### config.mk
export PLATFORM = sky130hd
export DESIGN_NAME = fx_alu_seq
export DESIGN_NICKNAME = d
export VERILOG_FILES = /design/src/rtl/fx_alu_pkg.sv /design/src/rtl/fx_div_iter.sv /design/src/rtl/fx_alu_seq.sv
export SDC_FILE = /design/constraint.sdc
export NUM_CORES = 2
export LEC_CHECK = 0
export CORE_ASPECT_RATIO = 0.7
export CORE_MARGIN = 1
export CORE_UTILIZATION = 34
export CTS_CLUSTER_SIZE = 24
export DETAILED_ROUTE_END_ITERATION = 7
export GPL_TIMING_DRIVEN = 0
export PLACE_DENSITY_LB_ADDON = 0.15
export SYNTH_ARGS = -nofsm -noshare
export SYNTH_HDL_FRONTEND = slang
export SYNTH_SLANG_ARGS = --single-unit
### constraint.sdc
create_clock -name clk -period 15.4 [get_ports clk]
set_input_delay 3.08 -clock clk [delete_from_list [all_inputs] [get_ports clk]]
set_output_delay 3.08 -clock clk [all_outputs]
set_load 0.02 [all_outputs]
### src/rtl/fx_alu_pkg.sv
// Shared types and helpers for the sequential fixed-point ALU.
// Optional build macro: FX_ALU_SAT_EN (saturate results on overflow).
package fx_alu_pkg;

  // Widest magnitude the overflow helper handles (2*N bits, so N <= 64).
  localparam int unsigned FX_MAX_W = 128;

  typedef enum logic [1:0] {
    ALU_ADD = 2'b00,
    ALU_SUB = 2'b01,
    ALU_MUL = 2'b10,
    ALU_DIV = 2'b11
  } op_t;

  typedef enum logic [2:0] {
    ST_IDLE = 3'd0,
    ST_MUL  = 3'd1,
    ST_DIV  = 3'd2,
    ST_FIX  = 3'd3,
    ST_DONE = 3'd4
  } state_t;

  typedef struct packed {
    logic ovf;
    logic div_zero;
  } fx_flags_t;

  // True when an unsigned magnitude cannot be represented as an n-bit
  // two's-complement value with the given sign (negative side reaches 2^(n-1)).
  function automatic logic fx_mag_ovf(input logic [FX_MAX_W-1:0] mag,
                                      input logic                neg,
                                      input int unsigned         n);
    logic [FX_MAX_W-1:0] lim;
    lim = FX_MAX_W'(1) << (n - 1);
    if (!neg) begin
      lim = lim - FX_MAX_W'(1);
    end
    return mag > lim;
  endfunction

endpackage

### src/rtl/fx_div_iter.sv
// Restoring divider: (dvd_mag << FRAC) / dvs_mag, one quotient bit per cycle.
// done_o flags the cycle whose edge writes the final quotient bit.
module fx_div_iter
  import fx_alu_pkg::*;
#(
  parameter int unsigned N    = 32,
  parameter int unsigned FRAC = N / 2
) (
  input  logic                clk,
  input  logic                rst,
  input  logic                start_i,
  input  logic [N-1:0]        dvd_mag_i,
  input  logic [N-1:0]        dvs_mag_i,
  output logic                busy_o,
  output logic                done_o,
  output logic [N+FRAC-1:0]   quo_o
);

  localparam int unsigned QW = N + FRAC;
  localparam int unsigned CW = $clog2(QW + 1);

  logic [QW-1:0] dvd_q;
  logic [N-1:0]  dvs_q;
  logic [N-1:0]  rem_q;
  logic [QW-1:0] quo_q;
  logic [CW-1:0] cnt_q;

  logic [N:0]    trial;
  logic [N:0]    dvs_ext;
  logic          qbit;
  logic [N-1:0]  rem_nxt;

  // One restoring step: shift in the next dividend bit, subtract if it fits.
  always_comb begin
    trial   = {rem_q, dvd_q[QW-1]};
    dvs_ext = {1'b0, dvs_q};
    qbit    = (trial >= dvs_ext);
    rem_nxt = qbit ? N'(trial - dvs_ext) : N'(trial);
  end

  // Iteration registers; reset also clears the counter so a mid-op reset aborts.
  always_ff @(posedge clk) begin
    if (rst) begin
      dvd_q <= '0;
      dvs_q <= '0;
      rem_q <= '0;
      quo_q <= '0;
      cnt_q <= '0;
    end else if (start_i) begin
      dvd_q <= QW'(dvd_mag_i) << FRAC;
      dvs_q <= dvs_mag_i;
      rem_q <= '0;
      quo_q <= '0;
      cnt_q <= CW'(QW);
    end else if (cnt_q != '0) begin
      dvd_q <= dvd_q << 1;
      rem_q <= rem_nxt;
      quo_q <= {quo_q[QW-2:0], qbit};
      cnt_q <= cnt_q - CW'(1);
    end
  end

  assign busy_o = (cnt_q != '0);
  assign done_o = (cnt_q == CW'(1));
  assign quo_o  = quo_q;

endmodule

### src/rtl/fx_alu_seq.sv
// Sequential signed fixed-point ALU (ADD/SUB/MUL/DIV) with valid/ready on both sides.
// Optional build macro: FX_ALU_SAT_EN clamps overflowed results instead of wrapping.
module fx_alu_seq
  import fx_alu_pkg::*;
#(
  parameter int unsigned N    = 32,
  parameter int unsigned FRAC = N / 2
) (
  input  logic         clk,
  input  logic         rst,
  input  logic         in_valid,
  output logic         in_ready,
  input  logic [N-1:0] a,
  input  logic [N-1:0] b,
  input  logic [1:0]   op,
  output logic         out_valid,
  input  logic         out_ready,
  output logic [N-1:0] result,
  output logic         ovf,
  output logic         div_zero
);

  localparam int unsigned QW = N + FRAC;
  localparam int unsigned PW = 2 * N;
  localparam logic [N-1:0] MAX_POS = {1'b0, {(N-1){1'b1}}};
  localparam logic [N-1:0] MIN_NEG = {1'b1, {(N-1){1'b0}}};

  function automatic logic [N-1:0] mag_of(input logic [N-1:0] x);
    return x[N-1] ? (~x + N'(1)) : x;
  endfunction

  function automatic logic [N-1:0] apply_sign(input logic [N-1:0] m, input logic neg);
    return neg ? (~m + N'(1)) : m;
  endfunction

  state_t       state_q, state_d;
  logic [N-1:0] a_q, b_q;
  logic [N-1:0] result_q, result_d;
  fx_flags_t    flags_q, flags_d;
  logic         out_valid_q, out_valid_d;

  op_t          op_in;
  logic         accept;
  logic         b_zero;
  logic [N-1:0] sum, diff;
  logic         add_ovf, sub_ovf;

  logic [N-1:0] mul_ma, mul_mb;
  logic [PW-1:0] mul_prod, mul_sh;
  logic         mul_neg, mul_ovf;

  logic         div_start, div_busy, div_done;
  logic [QW-1:0] div_quo;
  logic         div_neg, div_ovf;

  logic         load;
  logic [N-1:0] sel_wrap, sel_res, sat_val;
  logic         sel_ovf, sel_neg, sel_dz;

  assign op_in    = op_t'(op);
  assign in_ready = (state_q == ST_IDLE) && !rst;
  assign accept   = in_valid && in_ready;
  assign b_zero   = (b == '0);

  // ADD/SUB operate directly on the accepted beat.
  always_comb begin
    sum     = a + b;
    diff    = a - b;
    add_ovf = (a[N-1] == b[N-1]) && (sum[N-1] != a[N-1]);
    sub_ovf = (a[N-1] != b[N-1]) && (diff[N-1] != a[N-1]);
  end

  // MUL on latched operands: unsigned magnitude product, truncated by FRAC.
  always_comb begin
    mul_ma   = mag_of(a_q);
    mul_mb   = mag_of(b_q);
    mul_neg  = a_q[N-1] ^ b_q[N-1];
    mul_prod = PW'(mul_ma) * PW'(mul_mb);
    mul_sh   = mul_prod >> FRAC;
    mul_ovf  = fx_mag_ovf(FX_MAX_W'(mul_sh), mul_neg, N);
  end

  // DIV sign/overflow on the finished unsigned quotient.
  always_comb begin
    div_neg = a_q[N-1] ^ b_q[N-1];
    div_ovf = fx_mag_ovf(FX_MAX_W'(div_quo), div_neg, N);
  end

  assign div_start = accept && (op_in == ALU_DIV) && !b_zero;

  fx_div_iter #(
    .N    (N),
    .FRAC (FRAC)
  ) u_div (
    .clk       (clk),
    .rst       (rst),
    .start_i   (div_start),
    .dvd_mag_i (mag_of(a)),
    .dvs_mag_i (mag_of(b)),
    .busy_o    (div_busy),
    .done_o    (div_done),
    .quo_o     (div_quo)
  );

  // State register.
  always_ff @(posedge clk) begin
    if (rst) begin
      state_q <= ST_IDLE;
    end else begin
      state_q <= state_d;
    end
  end

  // Next-state logic.
  always_comb begin
    state_d = state_q;
    unique case (state_q)
      ST_IDLE: begin
        if (accept) begin
          unique case (op_in)
            ALU_ADD, ALU_SUB: state_d = ST_DONE;
            ALU_MUL:          state_d = ST_MUL;
            ALU_DIV:          state_d = b_zero ? ST_DONE : ST_DIV;
            default:          state_d = ST_IDLE;
          endcase
        end
      end
      ST_MUL:  state_d = ST_DONE;
      ST_DIV:  if (div_busy && div_done) state_d = ST_FIX;
      ST_FIX:  state_d = ST_DONE;
      ST_DONE: if (out_ready) state_d = ST_IDLE;
      default: state_d = ST_IDLE;
    endcase
  end

  // Output next values: pick the finishing operation, then wrap or clamp.
  always_comb begin
    load     = 1'b0;
    sel_wrap = '0;
    sel_ovf  = 1'b0;
    sel_neg  = 1'b0;
    sel_dz   = 1'b0;
    unique case (state_q)
      ST_IDLE: begin
        if (accept) begin
          unique case (op_in)
            ALU_ADD: begin
              load = 1'b1; sel_wrap = sum;  sel_ovf = add_ovf; sel_neg = a[N-1];
            end
            ALU_SUB: begin
              load = 1'b1; sel_wrap = diff; sel_ovf = sub_ovf; sel_neg = a[N-1];
            end
            ALU_DIV: begin
              if (b_zero) begin
                load = 1'b1; sel_ovf = 1'b1; sel_dz = 1'b1; sel_neg = a[N-1];
              end
            end
            default: ;
          endcase
        end
      end
      ST_MUL: begin
        load     = 1'b1;
        sel_wrap = apply_sign(mul_sh[N-1:0], mul_neg);
        sel_ovf  = mul_ovf;
        sel_neg  = mul_neg;
      end
      ST_FIX: begin
        load     = 1'b1;
        sel_wrap = apply_sign(div_quo[N-1:0], div_neg);
        sel_ovf  = div_ovf;
        sel_neg  = div_neg;
      end
      default: ;
    endcase

    sat_val = sel_neg ? MIN_NEG : MAX_POS;
    sel_res = sel_dz ? sat_val : sel_wrap;
`ifdef FX_ALU_SAT_EN
    if (sel_ovf) begin
      sel_res = sat_val;
    end
`endif

    result_d         = load ? sel_res : result_q;
    flags_d.ovf      = load ? sel_ovf : flags_q.ovf;
    flags_d.div_zero = load ? sel_dz  : flags_q.div_zero;
    out_valid_d      = (state_d == ST_DONE);
  end

  // Operand capture on accept only.
  always_ff @(posedge clk) begin
    if (rst) begin
      a_q <= '0;
      b_q <= '0;
    end else if (accept) begin
      a_q <= a;
      b_q <= b;
    end
  end

  // Registered outputs, held stable through DONE.
  always_ff @(posedge clk) begin
    if (rst) begin
      result_q    <= '0;
      flags_q     <= '0;
      out_valid_q <= 1'b0;
    end else begin
      result_q    <= result_d;
      flags_q     <= flags_d;
      out_valid_q <= out_valid_d;
    end
  end

  assign result    = result_q;
  assign ovf       = flags_q.ovf;
  assign div_zero  = flags_q.div_zero;
  assign out_valid = out_valid_q;

endmodule

==> run summary <==
Highest clock frequency the design can meet: 66.5 MHz
Post-layout min period: 15.04 ns
Cell taking the most area after synthesis: sky130_fd_sc_hd__fa_1
Buffers added on ports: 103
Max-slew headroom: -6.20%
Largest cells by area after synthesis: sky130_fd_sc_hd__fa_1 (34%), sky130_fd_sc_hd__ha_1 (10%), sky130_fd_sc_hd__dfxtp_1 (9.6%), sky130_fd_sc_hd__inv_1 (7.6%), sky130_fd_sc_hd__nand2_1 (7.1%)
Final design instance area without fill: 57,600 sq um
Area share of the leading cell type in the synthesized netlist: 34.3%
Largest net degree at the start of global routing: 39
Critical-path cell with the highest stage delay: sky130_fd_sc_hd__fa_1
Worst min path class: reg2reg
Per-cell via count in the routed design: 5.52
Total I/O pin count: 106
Routed via count: 47,800
Required time at the worst-slack endpoint: 15.86 ns
Cell Count, Final, Fillers Out: 8,667
Synthesis Warnings: 0
Synthesized cell area: 52,500 sq um
Number of cells in the design after placement: 8,616
Violated checks: max-capacitance violations, max-slew violations
Clock Root Buffer: sky130_fd_sc_hd__clkbuf_16
Crit Path Max Fanout: 10
Top-count cell post-synth: sky130_fd_sc_hd__inv_1
Post-Route Hold Slack: 0.461 ns
Clock Latency Late Sink: 0.60 ns
Number of endpoints failing setup at the final stage: 0
Share of synthesized area occupied by flip-flops and latches: 9.61%
Fraction of final layout cells with drive strength greater than 1: 2.65%
Overflow left after global routing: 0
#FFs+latches synth: 252
Area used by multi-input combinational logic: 42,500 sq um
First-pass iteration count of the detailed router: 6
Number of flops mapped to enable cells by yosys: 0
Instance area after placement: 56,500 sq um
Number of hold-slack violations in the final timing report: 0
Worst Path Class, Setup: reg2reg
Reg2reg setup slack: 0.36 ns
Core area: 153,000 sq um
Antenna Nets Post-Route: 0
First-pass GRT wire length: 346,000 um
DIE AREA: 156,000 sq um
H-tree depth reported by CTS: 1
Cell types with the highest counts after synthesis: sky130_fd_sc_hd__inv_1 (1,060), sky130_fd_sc_hd__nand2_1 (986), sky130_fd_sc_hd__fa_1 (898)
RSZ-0062 raised after global routing: no
Num CTS Buffers: 23
Number of pins with negative max-slew slack in the final report: 29
Number of placement rows: 120
Number of global-route vias before repair: 45,600
Initial DRC Count: 5,609
Maximum root-to-sink buffer count: 3
Arr. time, crit path: 15.50 ns
Net Count, Synth: 7,876
Number of fillers in the final layout: 16,100
Initial core utilization: 34.3%
Final period util: 97.7%
CP Capture Type: flop
Largest stage delay on the critical path: 0.84 ns
Post-layout net count: 8,031
Wirelength, routed: 245,000 um
Number of hold buffers added after CTS: 0
Die Width: 472 um
Register area: 5040 sq um
Status: finished, violations left
Number of antenna violations at the first check in global routing: 14
Proportion of register bits with asynchronous set or reset after synthesis: 0%
Die Span Y: 331 um
Detail-routed net length per standard cell: 28.2 um
Worst clock skew: 0.0323 ns
Post-Syn Area per Cell: 8.10 sq um
Flip-flop cell with the highest count after synthesis: sky130_fd_sc_hd__dfxtp_1
CTS Sinks: 252
Most used cell along the critical path: sky130_fd_sc_hd__fa_1
Post-synth cell types: 88
Total Routing Usage GR: 31.3%
Max capacitance violation total: 5
Routability congestion estimate: 1.04
Transition time at the pin with the least slew margin: 1.58 ns
Clock transition at path regs: 0.08 ns
Synthesized instance count: 6,481
Half-perimeter wire length of the detailed placement result: 209,000 um
Category of the worst setup path launch point: flop
Area growth, synth to finish: 9.69%
CTS tree: built
DRC violations left: 0
registers in the layout, summed over array words and instances (netlist names):
signal       cells
u_div.cnt_q      6
ovf              1
u_div.rem_q     32
div_zero         1
u_div.dvs_q     32
a_q             32
state_q          3
out_valid        1
b_q             32
result          32
u_div.dvd_q     32
u_div.quo_o     48
critical path: cells and delay by family (launching register included):
kind | cells | cell delay (ns)
and+or+nand+nor | 14 | 3.80
AOI/OAI and AO/OA | 11 | 2.58
adders and majority gates | 11 | 5.39
buffers and inverters | 8 | 1.69
xor gates and xnor gates | 2 | 0.92
DFF | 1 | 0.43
cell type report:
class	count	area share, %
multi-input combinational	4832	73.9
inverter	1061	6.93
sequential	252	8.77
antenna	3	0.0130
timing repair buffer	132	2.38
buffer	334	2.26
tap	2013	4.38
clock inverter	13	0.352
clock buffer	27	1.06
worst paths after layout:
| check | start | endpoint | cells past startpoint |
|---|---|---|---|
| worst max-delay path | b_q[0] | ovf | 46 |
| worst min-delay path | u_div.quo_o[47] | u_div.quo_o[47] | 2 |
| worst max register to register | b_q[0] | ovf | 46 |
| worst min register to register | u_div.quo_o[47] | u_div.quo_o[47] | 2 |
metal layers:
| layer | vias up | wire (um) | global-route usage, % |
|---|---|---|---|
| li1 | 20900 | - | - |
| met1 | 24100 | 116000 | 48.5 |
| met2 | 2517 | 85800 | 38.2 |
| met3 | 236 | 37600 | 14.6 |
| met4 | 6 | 5040 | 5.48 |
| met5 | - | 32 | 0 |
stage by stage:
stage	setup slack [ns]	util [%]	setup TNS, ns
3_5_place_dp	-1.88	36.9	-1.91
5_1_grt	0.00840	37.6	0
2_1_floorplan	3.83	-	0
3_3_place_gp	-1.97	36.6	-2.06
6_report	0.359	37.6	0
4_1_cts	0.00342	37.5	0
cells by family (layout without fill, tap and decap cells):
logic type	Yosys count	count (layout)	synth area share [%]
fa+ha+maj	1325	1325	44.4
xor+xnor	321	321	5.37
mux	24	24	0.482
buf+inv	1397	1567	10.0
other cells	0	3	0
simple gates	2193	2193	18.2
flops	252	252	9.61
compound gates	969	969	11.8
layout by cell type (no fill, tap or decap), types with 25 or more instances in the layout:
cell | netlist | layout
sky130_fd_sc_hd__o21a_1 | 30 | 30
sky130_fd_sc_hd__xnor2_1 | 210 | 189
sky130_fd_sc_hd__nor4_1 | 37 | 36
sky130_fd_sc_hd__o21ai_0 | 224 | 222
sky130_fd_sc_hd__and2_1 | 25 | 25
sky130_fd_sc_hd__o31ai_1 | 66 | 66
sky130_fd_sc_hd__a211oi_1 | 41 | 41
sky130_fd_sc_hd__clkdlybuf4s50_1 | 0 | 103
sky130_fd_sc_hd__nand4_1 | 47 | 47
sky130_fd_sc_hd__fa_1 | 898 | 898
sky130_fd_sc_hd__clkbuf_1 | 309 | 296
sky130_fd_sc_hd__a31oi_1 | 29 | 29
sky130_fd_sc_hd__a21oi_1 | 282 | 280
sky130_fd_sc_hd__inv_1 | 1060 | 1059
sky130_fd_sc_hd__ha_1 | 427 | 427
sky130_fd_sc_hd__nand2_1 | 986 | 986
sky130_fd_sc_hd__a21o_1 | 64 | 64
sky130_fd_sc_hd__nor2b_1 | 26 | 26
sky130_fd_sc_hd__nand3b_1 | 65 | 65
sky130_fd_sc_hd__a311oi_1 | 36 | 35
sky130_fd_sc_hd__xor2_1 | 110 | 93
sky130_fd_sc_hd__or3_1 | 56 | 56
sky130_fd_sc_hd__nand2b_1 | 30 | 30
sky130_fd_sc_hd__nor2_1 | 685 | 685
sky130_fd_sc_hd__nor3_1 | 100 | 98
sky130_fd_sc_hd__nand3_1 | 42 | 42
sky130_fd_sc_hd__dfxtp_1 | 252 | 252
what timing repair did:
item | 4_1_cts | 5_1_grt
buffers inserted | 0 | 8
setup endpoints to repair | 2 | 1
gates resized for setup | 13 | 41
pin swaps | 0 | 1
Power is left out: the tool's default activity adds up to more than one toggle a clock period on the data nets, which glitch-free logic cannot reach.
